### config.mk
export PLATFORM = sky130hd
export DESIGN_NAME = mac_unit
export DESIGN_NICKNAME = d
export VERILOG_FILES = /design/src/rtl/mac_unit.sv
export SDC_FILE = /design/constraint.sdc
export NUM_CORES = 1
export LEC_CHECK = 0
export CAP_MARGIN = 20
export CORE_MARGIN = 2
export CORE_UTILIZATION = 50
export DETAILED_ROUTE_END_ITERATION = 12
export PLACE_DENSITY = 0.78
export SYNTH_ARGS = -nofsm -noshare
export SYNTH_HDL_FRONTEND = slang
export SYNTH_SLANG_ARGS = --single-unit
### constraint.sdc
create_clock -name clk -period 5.95 [get_ports clk]
set_clock_uncertainty 0.05 [all_clocks]
set_input_delay 0.595 -clock clk [delete_from_list [all_inputs] [get_ports clk]]
set_output_delay 0.595 -clock clk [all_outputs]
set_load 0.005 [all_outputs]
### src/rtl/mac_unit.sv
// Signed multiply-accumulate stage: biased dot product over a term stream,
// one saturated OUT_W-bit result per vector, two-cycle latency, no backpressure.
module mac_unit #(
    parameter int unsigned IN_W      = 8,
    parameter int unsigned ACC_W     = 32,
    parameter int unsigned OUT_W     = 16,
    parameter int unsigned SHIFT     = 0,
    parameter int unsigned MAX_TERMS = 256
) (
    input  logic                                 clk,
    input  logic                                 reset_n,
    input  logic                                 clear,
    input  logic [IN_W-1:0]                      act_in,
    input  logic [IN_W-1:0]                      wgt_in,
    input  logic [OUT_W-1:0]                     bias_in,
    input  logic                                 valid_in,
    input  logic                                 last_in,
    output logic [OUT_W-1:0]                     mac_out,
    output logic                                 valid_out,
    output logic                                 sat_out,
    output logic [$clog2(MAX_TERMS+1)-1:0]       term_count,
    output logic                                 overflow_err
);

    localparam int unsigned P_W   = 2 * IN_W;
    localparam int unsigned CNT_W = $clog2(MAX_TERMS + 1);
    localparam logic [CNT_W-1:0] CNT_MAX = CNT_W'(MAX_TERMS);

    // Saturation bounds of the OUT_W result, expressed at accumulator width
    localparam logic signed [ACC_W-1:0] SAT_HI = {{(ACC_W-OUT_W+1){1'b0}}, {(OUT_W-1){1'b1}}};
    localparam logic signed [ACC_W-1:0] SAT_LO = {{(ACC_W-OUT_W+1){1'b1}}, {(OUT_W-1){1'b0}}};
    localparam logic [OUT_W-1:0] OUT_MAX = {1'b0, {(OUT_W-1){1'b1}}};
    localparam logic [OUT_W-1:0] OUT_MIN = {1'b1, {(OUT_W-1){1'b0}}};

    typedef enum logic {
        IDLE  = 1'b0,
        ACCUM = 1'b1
    } state_t;

    state_t state;
    state_t state_next;

    logic accept;
    logic first;

    // Stage P registers
    logic                    p_valid;
    logic                    p_last;
    logic                    p_first;
    logic signed [P_W-1:0]   prod;
    logic [OUT_W-1:0]        p_bias;

    // Stage A
    logic signed [ACC_W-1:0] acc;
    logic signed [ACC_W-1:0] acc_next;
    logic signed [ACC_W-1:0] bias_ext;
    logic signed [ACC_W-1:0] prod_ext;
    logic signed [ACC_W-1:0] acc_base;
    logic signed [ACC_W-1:0] scaled;
    logic [OUT_W-1:0]        res;
    logic                    res_sat;
    logic                    finalize;

    logic signed [P_W-1:0]   act_x;
    logic signed [P_W-1:0]   wgt_x;

    // State register
    always_ff @(posedge clk or negedge reset_n) begin
        if (!reset_n) begin
            state <= IDLE;
        end else begin
            state <= state_next;
        end
    end

    // Next state and term acceptance; clear wins over valid_in
    always_comb begin
        state_next = state;
        accept     = valid_in & ~clear;
        first      = accept & (state == IDLE);
        if (clear) begin
            state_next = IDLE;
        end else if (valid_in) begin
            state_next = last_in ? IDLE : ACCUM;
        end
    end

    assign act_x = {{IN_W{act_in[IN_W-1]}}, act_in};
    assign wgt_x = {{IN_W{wgt_in[IN_W-1]}}, wgt_in};

    // Stage P: register the product and the term's framing bits
    always_ff @(posedge clk or negedge reset_n) begin
        if (!reset_n) begin
            p_valid <= 1'b0;
            p_last  <= 1'b0;
            p_first <= 1'b0;
            prod    <= '0;
            p_bias  <= '0;
        end else begin
            p_valid <= accept;
            p_last  <= accept & last_in;
            p_first <= first;
            if (accept) begin
                prod <= act_x * wgt_x;
            end
            if (first) begin
                p_bias <= bias_in;
            end
        end
    end

    // Stage A: a first term seeds the sum with the pre-aligned bias
    always_comb begin
        bias_ext = {{(ACC_W-OUT_W){p_bias[OUT_W-1]}}, p_bias};
        prod_ext = {{(ACC_W-P_W){prod[P_W-1]}}, prod};
        acc_base = p_first ? (bias_ext <<< SHIFT) : acc;
        acc_next = acc_base + prod_ext;
        scaled   = acc_next >>> SHIFT;
        res      = scaled[OUT_W-1:0];
        res_sat  = 1'b0;
        if (scaled > SAT_HI) begin
            res     = OUT_MAX;
            res_sat = 1'b1;
        end else if (scaled < SAT_LO) begin
            res     = OUT_MIN;
            res_sat = 1'b1;
        end
    end

    assign finalize = p_valid & p_last & ~clear;

    always_ff @(posedge clk or negedge reset_n) begin
        if (!reset_n) begin
            acc <= '0;
        end else if (p_valid && !clear) begin
            acc <= acc_next;
        end
    end

    // Result registers; mac_out and sat_out hold between results
    always_ff @(posedge clk or negedge reset_n) begin
        if (!reset_n) begin
            mac_out   <= '0;
            sat_out   <= 1'b0;
            valid_out <= 1'b0;
        end else begin
            valid_out <= finalize;
            if (finalize) begin
                mac_out <= res;
                sat_out <= res_sat;
            end
        end
    end

    // Term counter saturates at MAX_TERMS; overflow is sticky until clear
    always_ff @(posedge clk or negedge reset_n) begin
        if (!reset_n) begin
            term_count   <= '0;
            overflow_err <= 1'b0;
        end else if (clear) begin
            term_count   <= '0;
            overflow_err <= 1'b0;
        end else if (accept) begin
            if (term_count == CNT_MAX) begin
                overflow_err <= 1'b1;
            end
            if (last_in) begin
                term_count <= '0;
            end else if (term_count != CNT_MAX) begin
                term_count <= term_count + CNT_W'(1);
            end
        end
    end

endmodule

==> Word level (Yosys, flattened, before mapping) <==
Cells that the tools add are included.
{ "word_totals": {"register_bits": 96, "word_cells": 49, "input_bits": 37, "output_inout_bits": 28} }
{ "classes": {"n_mul": 1, "n_reduce_logical": 8, "n_eq_ne": 2, "add_sub_neg": 2, "muxes": 15, "order_cmp": 2, "bitwise_logic": 7} }
{ "ops": {"columns": ["op", "n"], "rows": [
  ["$mux 9", 4],
  ["$add 32x16->32", 1],
  ["$gt 32x16->1 const B", 1],
  ["$lt 32x16->1 const B", 1],
  ["$mux 16", 2],
  ["$mux 32", 1],
  ["$mul 8x8->16", 1],
  ["$add 9x1->9 const B", 1],
  ["$eq 9x9->1 const B", 1],
  ["$ne 9x9->1 const B", 1],
  ["$mux 1", 8],
  ["$reduce_bool 2->1", 3],
  ["$and 1x1->1", 5],
  ["$reduce_and 2->1", 2],
  ["$reduce_bool 3->1", 1],
  ["$not 1->1", 2],
  ["$logic_and 1x1->1", 1],
  ["$logic_not 1->1", 1]
]} }

==> Depth between registers and ports, before layout <==
{ "depth": {"ltp_word": 5, "depth_mapped": 20, "mapped_depth_nobuf": 20} }

==> Worst setup path before layout <==
Ideal clock, no wire load.
{ "synth_timing": {"kind": "input port to flip-flop", "startpoint": "input act_in[0]", "endpoint": "register prod[15]", "path_buffers": 0, "t_required_ps": 5765, "path_stages": 18, "path_slack_ps": 1214, "arrival_ps": 4550, "setup_time_ps": 135, "cell_sequence": "nand2b_1 fa_1 fa_1 inv_1 fa_1 inv_1 fa_1 inv_1 ha_1 inv_1 o21ai_0 a21oi_1 nand2b_1 a21boi_0 o31a_1 o41ai_1 xnor2_1 o21ai_0"} }
{ "synth_between": {"elab_chain_len": 1} }
{ "synth_rtl": {"columns": ["element", "line", "rtl"], "rows": [
  ["start: declaration", "13", "input logic [IN_W-1:0] act_in,"],
  ["$mul 8x8->16", "104", "prod <= act_x * wgt_x;"],
  ["end signal: assignment", "104", null],
  ["end: declaration", "50", "logic signed [P_W-1:0] prod;"]
]} }
No other way between the ends.
A chain may end at the register's enable or synchronous reset.

==> Worst setup path in the final report <==
Ends and elaborated chain as after synthesis.

==> impl_metrics.tcl <==
set metrics [dict create \
    final_cells 1225 \
    tightestPinTransition_ps 1000 \
    worst_path_max_delay_cell "fa_1" \
    drtIter0Drc 422 \
    powerDensity_mw_per_mm2 485 \
    num_vias 6867 \
    numPlacedInstances 1209 \
    h-tree-depth 3 \
    die_h_um 135 \
    slew_headroom_pct 33.1 \
    wl_mm 19.3 \
    antenna_found_initial 1 \
    cp_cell_sequence "clkdlybuf4s50_1, nand2b_1, fa_1, fa_1, inv_1, fa_1, inv_1, fa_1, inv_1, ha_1, inv_1, o21ai_0, a21oi_1, nand2b_1, a21boi_0, o31a_1, o41ai_1, xnor2_1, o21ai_0" \
    critPathRequiredTime_ps 6100 \
    status "completed" \
    cts_resized 0 \
    final.setup.tns_ps 0 \
    rsz0062_at_grt "false" \
    ys_warn_count 0 \
    antennaDiodeCount 0 \
    cts_buffers 9 \
    crit_type "input port to flop" \
    endpoint_kind "flop" \
    period_minus_slack_ps 5260 \
    syn_avg_cell_area_sq_um 8.96 \
    grt_pass1_wl_mm 32.8 \
    syn_nets 1112 \
    synthCells 957 \
    post_cts_buffers 0 \
    synth_edf_count 0 \
    route.detailed.drc 0 \
    finalHoldViolations 0 \
    fmax_mhz 190 \
    finalPower_w 0.00471 \
    clock-root-buffer "clkbuf_16" \
    fin_util_pct 58.1 \
    grt_pass1_vias 6690 \
    synth_cell_types 71 \
    grtUsageMet1_pct 31.0 \
    synthesis.area_sq_mm 0.00857 \
    die_x_um 135 \
    crit_fanout 8 \
    drtPass1Iterations 4 \
    ys_seq_area_share_pct 28.0 \
    viasPerCell 5.61 \
    synth_ff_type "dfrtp_1" \
    worstPathArrival_ps 5400 \
    slew_violations 0 \
    cts_tree "done" \
    final_antenna_net_count 0 \
    use_met3_pct 3.27 \
    ys_async_sr_fraction_pct 100 \
    port_buffers 64 \
    critPathLaunchType "input port" \
    fin_crit_sh_pct 88.3 \
    grt_overflow_total 0 \
    grt-busiest-layer "met2" \
    dpl.hpwl_mm 15.1 \
    clkTransAtPathRegs_ps 70 \
    ctsHoldBuffers 0 \
    drv_cap 0 \
    grt_usage_pct 22.2 \
    synth-seq-cells 96 \
    fp.coreArea_sq_mm 0.0167 \
    start_util_pct 51.3 \
    use_met2_pct 36.0 \
    gp_congestion 0.937 \
    vdd_drop_max_mv 0.211 \
    nets 1155 \
    grt_max_degree 61 \
    drive_gt1_share_pct 7.56 \
    die-area_sq_mm 0.0182 \
    max_stage_delay_ps 550 \
    hp-class "input port to async pin" \
    wire_per_inst_um 15.8 \
    clk_path_buf_depth 2 \
    fp-row-count 47 \
    clock-sinks 96 \
    total_leakage_power_nw 4.38 \
    synthToLayoutAreaGrowth_pct 13.2 \
    finalSetupViolations 0 \
    worstSkewPairLatency_ps 360 \
    ios 65 \
]
## per-layer routing
layer | wire, um | share of wire [%]
met1 | 9010 | 47
met3 | 811 | 4.2
met5 | 0 | 0
met2 | 9130 | 47
met4 | 366 | 1.9
## layout make-up
type	instances	area, sq um
Inverter	111	417
Clock buffer	9	225
Clock inverter	7	108
Fill cell	1513	6990
Tap cell	220	275
Multi-Input combinational cell	712	5600
Timing Repair Buffer	70	683
Sequential cell	96	2400
## cells by family (layout without fill, tap and decap cells)
group / Yosys count / in the layout / synth area share (%)
simple gates: 283 / 283 / 15.9
compound gates: 233 / 233 / 18.1
buf+inv: 149 / 197 / 6.80
fa+ha+maj: 118 / 118 / 22.1
flops: 96 / 96 / 28.0
xor+xnor: 40 / 40 / 4.09
mux: 38 / 38 / 4.98
## through the flow
step	hold slack [ps]	worst slack, ps	area (sq um)
after floorplan	249	1210	8570
after global placement	412	457	9370
after detailed placement	417	283	9370
after CTS	195	669	9710
after global routing	219	226	9710
final	169	693	9710
## final timing paths
| path | cells after the start | end | startpoint | slack, ps |
|---|---|---|---|---|
| max in group asynchronous | 2 | prod[7] | reset_n | 4590 |
| max reg2reg | 13 | mac_out[12] | p_first | 830 |
| min | 1 | acc[26] | reset_n | 170 |
| max | 19 | prod[15] | act_in[0] | 690 |
| min in group clk | 2 | acc[14] | acc[14] | 430 |
| min reg2reg | 2 | acc[14] | acc[14] | 430 |
## worst max-delay path, delay by kind of cell
family,cells,cell delay [ps]
compound gates,6,1120
xor+xnor,1,160
fa+ha+maj,5,2400
buf+inv,5,750
simple gates,2,350
## report_power, final
| part | leakage, nW | switching (W) | total, W | internal (W) |
|---|---|---|---|---|
| sequential | 1.15 | 0.000159 | 0.00102 | 0.000866 |
| clock | 0.164 | 0.000269 | 0.000645 | 0.000376 |
| combinational | 3.07 | 0.00178 | 0.00304 | 0.00126 |
| total | 4.38 | 0.00221 | 0.00471 | 0.00251 |
## state kept, by name, summed over array words and instances (netlist names)
| register | cells |
|---|---|
| acc | 32 |
| p_valid | 1 |
| mac_out | 16 |
| valid_out | 1 |
| p_last | 1 |
| prod | 16 |
| p_bias | 16 |
| overflow_err | 1 |
| term_count | 9 |
| state | 1 |
| sat_out | 1 |
| p_first | 1 |
## cell usage after synthesis (6+ instances only)
cell	count	area, sq um
o211ai_1	16	120
a211oi_1	6	45.0
ha_1	62	776
fa_1	56	1120
o21ai_0	84	420
nor2_1	59	221
nand2b_1	9	56.3
a21o_1	12	90.1
nand3_1	13	65.1
a21oi_1	39	195
nand4_1	9	56.3
mux2_2	36	405
o31ai_2	7	87.6
and3_1	8	50.1
and2_1	48	300
xnor2_1	22	193
inv_1	110	413
clkbuf_1	32	120
dfrtp_1	96	2400
nand2_1	106	398
nor3_1	10	50.1
o31ai_1	11	82.6
xor2_1	18	158
## placed cells by master (no fill, tap or decap), types with 8 or more instances in the layout
master and instances:
a21o_1 12, a21oi_1 39, and2_1 48, and3_1 8, clkbuf_16 9, clkdlybuf4s50_1 63, dfrtp_1 96, fa_1 56
ha_1 62, inv_1 110, mux2_2 36, nand2_1 106, nand2b_1 8, nand3_1 13, nand4_1 9, nor2_1 57
nor3_1 10, o211ai_1 16, o21ai_0 84, o31ai_1 11, xnor2_1 22, xor2_1 18
Note: power is estimated with default switching activity, not from simulation.
